--- src/rtl/wb_release_pkg.sv ---
// Shared types and constants for the writeback/release stage.
package wb_release_pkg;

  localparam int unsigned WB_NXU      = 4;
  localparam int unsigned WB_TAGW     = 4;
  // Tags narrower than this are zero-extended into the result record.
  localparam int unsigned WB_TAGW_MAX = 8;

  localparam logic [4:0] REG_ZERO = 5'd0;

  typedef struct packed {
    logic [4:0]             regD;
    logic [31:0]            data;
    logic [WB_TAGW_MAX-1:0] tag;
  } wb_result_t;

endpackage

--- src/rtl/wb_release_rr_arbiter.sv ---
// Round-robin arbiter: grants the first requester at or after ptr, wrapping modulo N.
module rr_arbiter #(
  parameter  int unsigned N  = 4,
  localparam int unsigned IW = (N > 1) ? $clog2(N) : 1
) (
  input  logic [N-1:0]  req,
  input  logic [IW-1:0] ptr,
  output logic [N-1:0]  gnt,
  output logic [IW-1:0] idx
);

  logic          found;
  logic [IW:0]   sum;
  logic [IW-1:0] cand;

  always_comb begin
    gnt   = '0;
    idx   = '0;
    found = 1'b0;
    sum   = '0;
    cand  = '0;
    for (int unsigned k = 0; k < N; k++) begin
      // Explicit wrap keeps the index below N for non-power-of-two N.
      sum = {1'b0, ptr} + (IW+1)'(k);
      if (sum >= (IW+1)'(N)) sum = sum - (IW+1)'(N);
      cand = sum[IW-1:0];
      if (!found && req[cand]) begin
        found     = 1'b1;
        gnt[cand] = 1'b1;
        idx       = cand;
      end
    end
  end

endmodule

--- src/rtl/wb_release.sv ---
// Writeback end of the register locking loop: arbitrates XU results, issues write + lock release.
// Optional retire/squash counters are built when WB_RETIRE_CNT_EN is defined.
module wb_release
  import wb_release_pkg::*;
#(
  parameter int unsigned NXU  = WB_NXU,
  parameter int unsigned TAGW = WB_TAGW
) (
  input  logic              clk,
  input  logic              reset,
  input  logic [NXU-1:0]    res_valid,
  output logic [NXU-1:0]    res_ready,
  input  logic [NXU*5-1:0]  res_regD,
  input  logic [NXU*32-1:0] res_data,
  input  logic [NXU*TAGW-1:0] res_tag,
  input  logic [TAGW-1:0]   tag_cur,
  output logic              we,
  output logic              rel,
  output logic [4:0]        regD,
  output logic [31:0]       in
`ifdef WB_RETIRE_CNT_EN
  ,
  output logic [31:0]       retire_cnt
`endif
);

  localparam int unsigned IW = $clog2(NXU);

  logic [NXU-1:0] gnt;
  logic [IW-1:0]  gnt_idx;
  logic           gnt_any;
  logic [IW-1:0]  rr_ptr_q, rr_ptr_d;
  wb_result_t     sel;
  logic [WB_TAGW_MAX-1:0] tag_cur_ext;

  logic        we_q, we_d;
  logic        rel_q, rel_d;
  logic [4:0]  regd_q, regd_d;
  logic [31:0] data_q, data_d;

  rr_arbiter #(.N(NXU)) u_arb (
    .req (res_valid),
    .ptr (rr_ptr_q),
    .gnt (gnt),
    .idx (gnt_idx)
  );

  assign gnt_any     = |gnt;
  assign res_ready   = reset ? gnt : '0;
  assign tag_cur_ext = WB_TAGW_MAX'(tag_cur);

  always_comb begin
    sel = '0;
    for (int unsigned i = 0; i < NXU; i++) begin
      if (gnt[i]) begin
        sel.regD = res_regD[i*5 +: 5];
        sel.data = res_data[i*32 +: 32];
        sel.tag  = WB_TAGW_MAX'(res_tag[i*TAGW +: TAGW]);
      end
    end
  end

  always_comb begin
    rr_ptr_d = rr_ptr_q;
    if (gnt_any) rr_ptr_d = (gnt_idx == IW'(NXU-1)) ? '0 : gnt_idx + 1'b1;
    rel_d  = gnt_any;
    we_d   = gnt_any && (sel.tag == tag_cur_ext) && (sel.regD != REG_ZERO);
    regd_d = gnt_any ? sel.regD : regd_q;
    data_d = gnt_any ? sel.data : data_q;
  end

  always_ff @(posedge clk or negedge reset) begin
    if (!reset) begin
      rr_ptr_q <= '0;
      we_q     <= 1'b0;
      rel_q    <= 1'b0;
      regd_q   <= '0;
      data_q   <= '0;
    end else begin
      rr_ptr_q <= rr_ptr_d;
      we_q     <= we_d;
      rel_q    <= rel_d;
      regd_q   <= regd_d;
      data_q   <= data_d;
    end
  end

  assign we   = we_q;
  assign rel  = rel_q;
  assign regD = regd_q;
  assign in   = data_q;

  // A register is relocked only after its release; accepting it again right on top of it means a double lock.
  a_single_outstanding : assert property (@(posedge clk) disable iff (!reset)
    !(gnt_any && sel.regD != REG_ZERO && rel_q && sel.regD == regd_q));

`ifdef WB_RETIRE_CNT_EN
  logic [31:0] retire_cnt_q, retire_cnt_d;
  logic [31:0] squash_cnt_q, squash_cnt_d;

  always_comb begin
    retire_cnt_d = retire_cnt_q + {31'd0, we_q};
    squash_cnt_d = squash_cnt_q + {31'd0, rel_q & ~we_q};
  end

  always_ff @(posedge clk or negedge reset) begin
    if (!reset) begin
      retire_cnt_q <= '0;
      squash_cnt_q <= '0;
    end else begin
      retire_cnt_q <= retire_cnt_d;
      squash_cnt_q <= squash_cnt_d;
    end
  end

  assign retire_cnt = retire_cnt_q;
`endif

endmodule
--- config.mk ---
export PLATFORM = sky130hd
export DESIGN_NAME = wb_release
export DESIGN_NICKNAME = d
export VERILOG_FILES = /design/src/rtl/wb_release_pkg.sv /design/src/rtl/wb_release_rr_arbiter.sv /design/src/rtl/wb_release.sv
export SDC_FILE = /design/constraint.sdc
export NUM_CORES = 1
export LEC_CHECK = 0
export BUFFER_PORTS_ARGS = -buffer_cell sky130_fd_sc_hd__buf_2
export CAP_MARGIN = 15
export CORE_MARGIN = 2
export CORE_UTILIZATION = 30
export DETAILED_ROUTE_END_ITERATION = 8
export SLEW_MARGIN = 20
export SYNTH_ARGS = -nofsm -noshare
export SYNTH_HDL_FRONTEND = slang
export SYNTH_SLANG_ARGS = --single-unit
--- constraint.sdc ---
create_clock -name clk -period 4.5 [get_ports clk]
set_input_delay 0.9 -clock clk [delete_from_list [all_inputs] [get_ports clk]]
set_output_delay 0.9 -clock clk [all_outputs]
set_load 0.005 [all_outputs]
==> qor.csv <==
metric;value;unit
worst_slack;0.243;ns
yosysTopAreaCell;dfrtp_1;
rr_endpoint;we$_DFF_PN0_;
post-route-drc-count;0;
synth_top_family_by_area;compound AO/OA/AOI/OAI gates;
power_switching;2.02;mW
first_global_vias;3488;
synth.most_common_cell;nor2_1;
grt_pass1_wl;18.0;mm
yosysSeqAreaShare;32.5;%
end_kind;output pin;
fin_crit_sh;94.6;%
initial_core_util;30.7;%
cts_num_sinks;41;
fp.dieH;107;um
async_flop_share;100;%
insertion_delay;0.28;ns
vias_per_cell;5.42;
synth_area_leaders;dfrtp_1, a221o_1, a221oi_1, nor3_1, nor2_1;
worstPathMaxFanout;12;
layout-drive-gt1-share;46.0;%
synthMuxAreaShare;4.13;%
fin_setup_tns;0;ns
wl;12.1;mm
power.density;924;nW/um^2
ctsLongestPathBuffers;2;
cp.required;3.60;ns
hold_depth;1;
pwr-share-comb;75.8;%
synthCells;350;
syn2layout_area_growth;42.7;%
coreArea;10300;sq um
die_width;107;um
hold_class;flip-flop to flip-flop;
dp_slack;0.407;ns
crit_arrival;3.36;ns
reg2reg_slack;0.49;ns
syn-num-nets;531;
antenna_found_initial;0;
setup_viol;0;
synth_area;3150;sq um
drt_pass1_iterations;5;
dp_hpwl;9.30;mm
fmax;235;MHz
grt_max_degree;46;
rows;37;
io_buffers;216;
io_pins;217;
clkSlewWorstSetupHoldPaths;0.08;ns
status;finished, final reports clean;
htreeDepth;2;
cap_violations;0;
regToRegStartpoint;rr_ptr_q[1]$_DFFE_PN0P_;
hold-worst-slack;0.485;ns
p_leak;2.17;nW
holdPathEnd;regD[2]$_DFFE_PN0P_;
synth_common_cells;nor2_1, dfrtp_1, nor3_1;
ys.flop_type;dfrtp_1;
fin_worst_skew;0.00662;ns
grt_overflow;0;
numCtsBuffers;5;
yosysUniqueCellTypes;50;
instances_no_fill;686;
num_antenna_cells;0;
power.internal;2.14;mW
rsz0062_at_grt;no;
syn_avg_cell_area;9.01;sq um
vias;3720;
ctsHoldBuffers;0;
seqPwrFrac;17.4;%
synth_edf_count;0;
sw_frac_of_total;48.6;%
worst_pin_slew;0.714;ns
rr_worst_depth;12;
grt_usage;20.0;%
peakVddDrop;0.310;mV
synth_xor_area_share;1.94;%
dieArea;11400;sq um
path_class;flip-flop to output pin;
synthAdderAreaFrac;2.78;%
synth_compound_area_share;34.5;%
yosys_warnings;0;
finalMaxSlewViolations;0;
slew_headroom;52.3;%
place.gp.congestion;0.866;
cp-start-kind;flip-flop;
final.fill_count;1077;
drt-wirelength-per-cell;17.6;um
cts-root-buf;clkbuf_8;
ant_nets;0;
final.min_clock_period;4.26;ns
hold_violations;0;
hold_start;regD[2]$_DFFE_PN0P_;
clkPwrFrac;6.8;%
ys_seq_elements;41;
dp_cells;679;
synth-simple-area-share;17.5;%
netlist.area_leader.share;32.5;%
cts_tree;done;
drt_iter0_drc;251;
nNetsFinal;731;
state kept, by name, indices dropped and copies added, names as in the netlist, named ones only:
name and count:
rel 1, rr_ptr_q 1, in 32, regD 5, we 1
power by group through the flow:
| stage | clock network (mW) | logic, mW | registers, mW |
|---|---|---|---|
| floorplan | 0 | 2.26 | 0.716 |
| global placement | 0 | 3.12 | 0.731 |
| detailed placement | 0 | 3.19 | 0.726 |
| CTS | 0.293 | 3.20 | 0.724 |
| global route | 0.310 | 3.49 | 0.745 |
| finish | 0.281 | 3.15 | 0.724 |
worst max-delay path: stages (launching register included):
cell       delay (ns)
dfrtp_1          0.63
inv_1            0.21
ha_1             0.46
mux2_2           0.42
nor2b_1          0.15
a2111oi_1        0.67
o2bb2ai_4        0.20
and2_1           0.20
buf_2            0.14
what timing repair did:
item / in CTS / in global routing
endpoints found under the setup margin: 0 / 1
gates resized for setup: 0 / 1
setup buffers: 0 / 0
logic make-up after synthesis:
group	after synthesis
compound gates	122
fa+ha+maj	7
mux	11
simple gates	116
xor+xnor	7
flops	41
buf+inv	46
layer usage:
metal / vias up / track usage, % / share of wire [%]
li1: 1789 / - / -
met1: 1770 / 24.9 / 40
met2: 142 / 35.6 / 51
met3: 19 / 3.31 / 6.0
met4: 0 / 5.38 / 2.3
met5: - / 0 / 0
how the worst max path moves through the flow:
stage	startpoint	end	slack (ns)	cells after the start
2_1_floorplan	flip-flop	res_ready[3]	0.16	13
3_3_place_gp	rr_ptr_q[1]$_DFFE_PN0P_	rr_ptr_q[1]$_DFFE_PN0P_	0.54	12
3_5_place_dp	rr_ptr_q[1]$_DFFE_PN0P_	rr_ptr_q[1]$_DFFE_PN0P_	0.41	12
4_1_cts	rr_ptr_q[1]$_DFFE_PN0P_	res_ready[3]	0.06	8
5_1_grt	rr_ptr_q[1]$_DFFE_PN0P_	res_ready[3]	0.02	8
6_report	rr_ptr_q[1]$_DFFE_PN0P_	res_ready[3]	0.24	8
layout by cell type (no fill, tap or decap), types with 5 or more instances in the layout:
| cell | count |
|---|---|
| buf_2 | 216 |
| nor2_1 | 45 |
| dfrtp_1 | 41 |
| nor3_1 | 37 |
| a221o_1 | 36 |
| a221oi_1 | 35 |
| nand2_1 | 13 |
| buf_4 | 13 |
| inv_1 | 10 |
| o21ai_0 | 7 |
| ha_1 | 7 |
| mux2i_1 | 6 |
| xor2_1 | 6 |
| a21oi_1 | 6 |
| o22ai_1 | 5 |
| a22oi_1 | 5 |
| clkbuf_8 | 5 |
cell type report:
type / instances / area (sq um) / area share (%)
sequential: 41 / 1030 / 22.8
tap: 136 / 170 / 3.78
inverter: 10 / 37.5 / 0.834
clock buffer: 5 / 68.8 / 1.53
multi-input combinational: 263 / 1980 / 44.1
timing repair buffer: 229 / 1180 / 26.2
clock inverter: 2 / 35.0 / 0.778
stage by stage:
stage / power, mW / area [sq um] / utilization [%]
2_1_floorplan: 2.98 / 3150 / -
6_report: 4.16 / 4500 / 43.8
5_1_grt: 4.55 / 4500 / 43.8
3_5_place_dp: 3.92 / 4400 / 42.8
4_1_cts: 4.21 / 4500 / 43.8
3_3_place_gp: 3.85 / 4400 / 42.8
No activity file was read; power rests on OpenSTA's default activity.
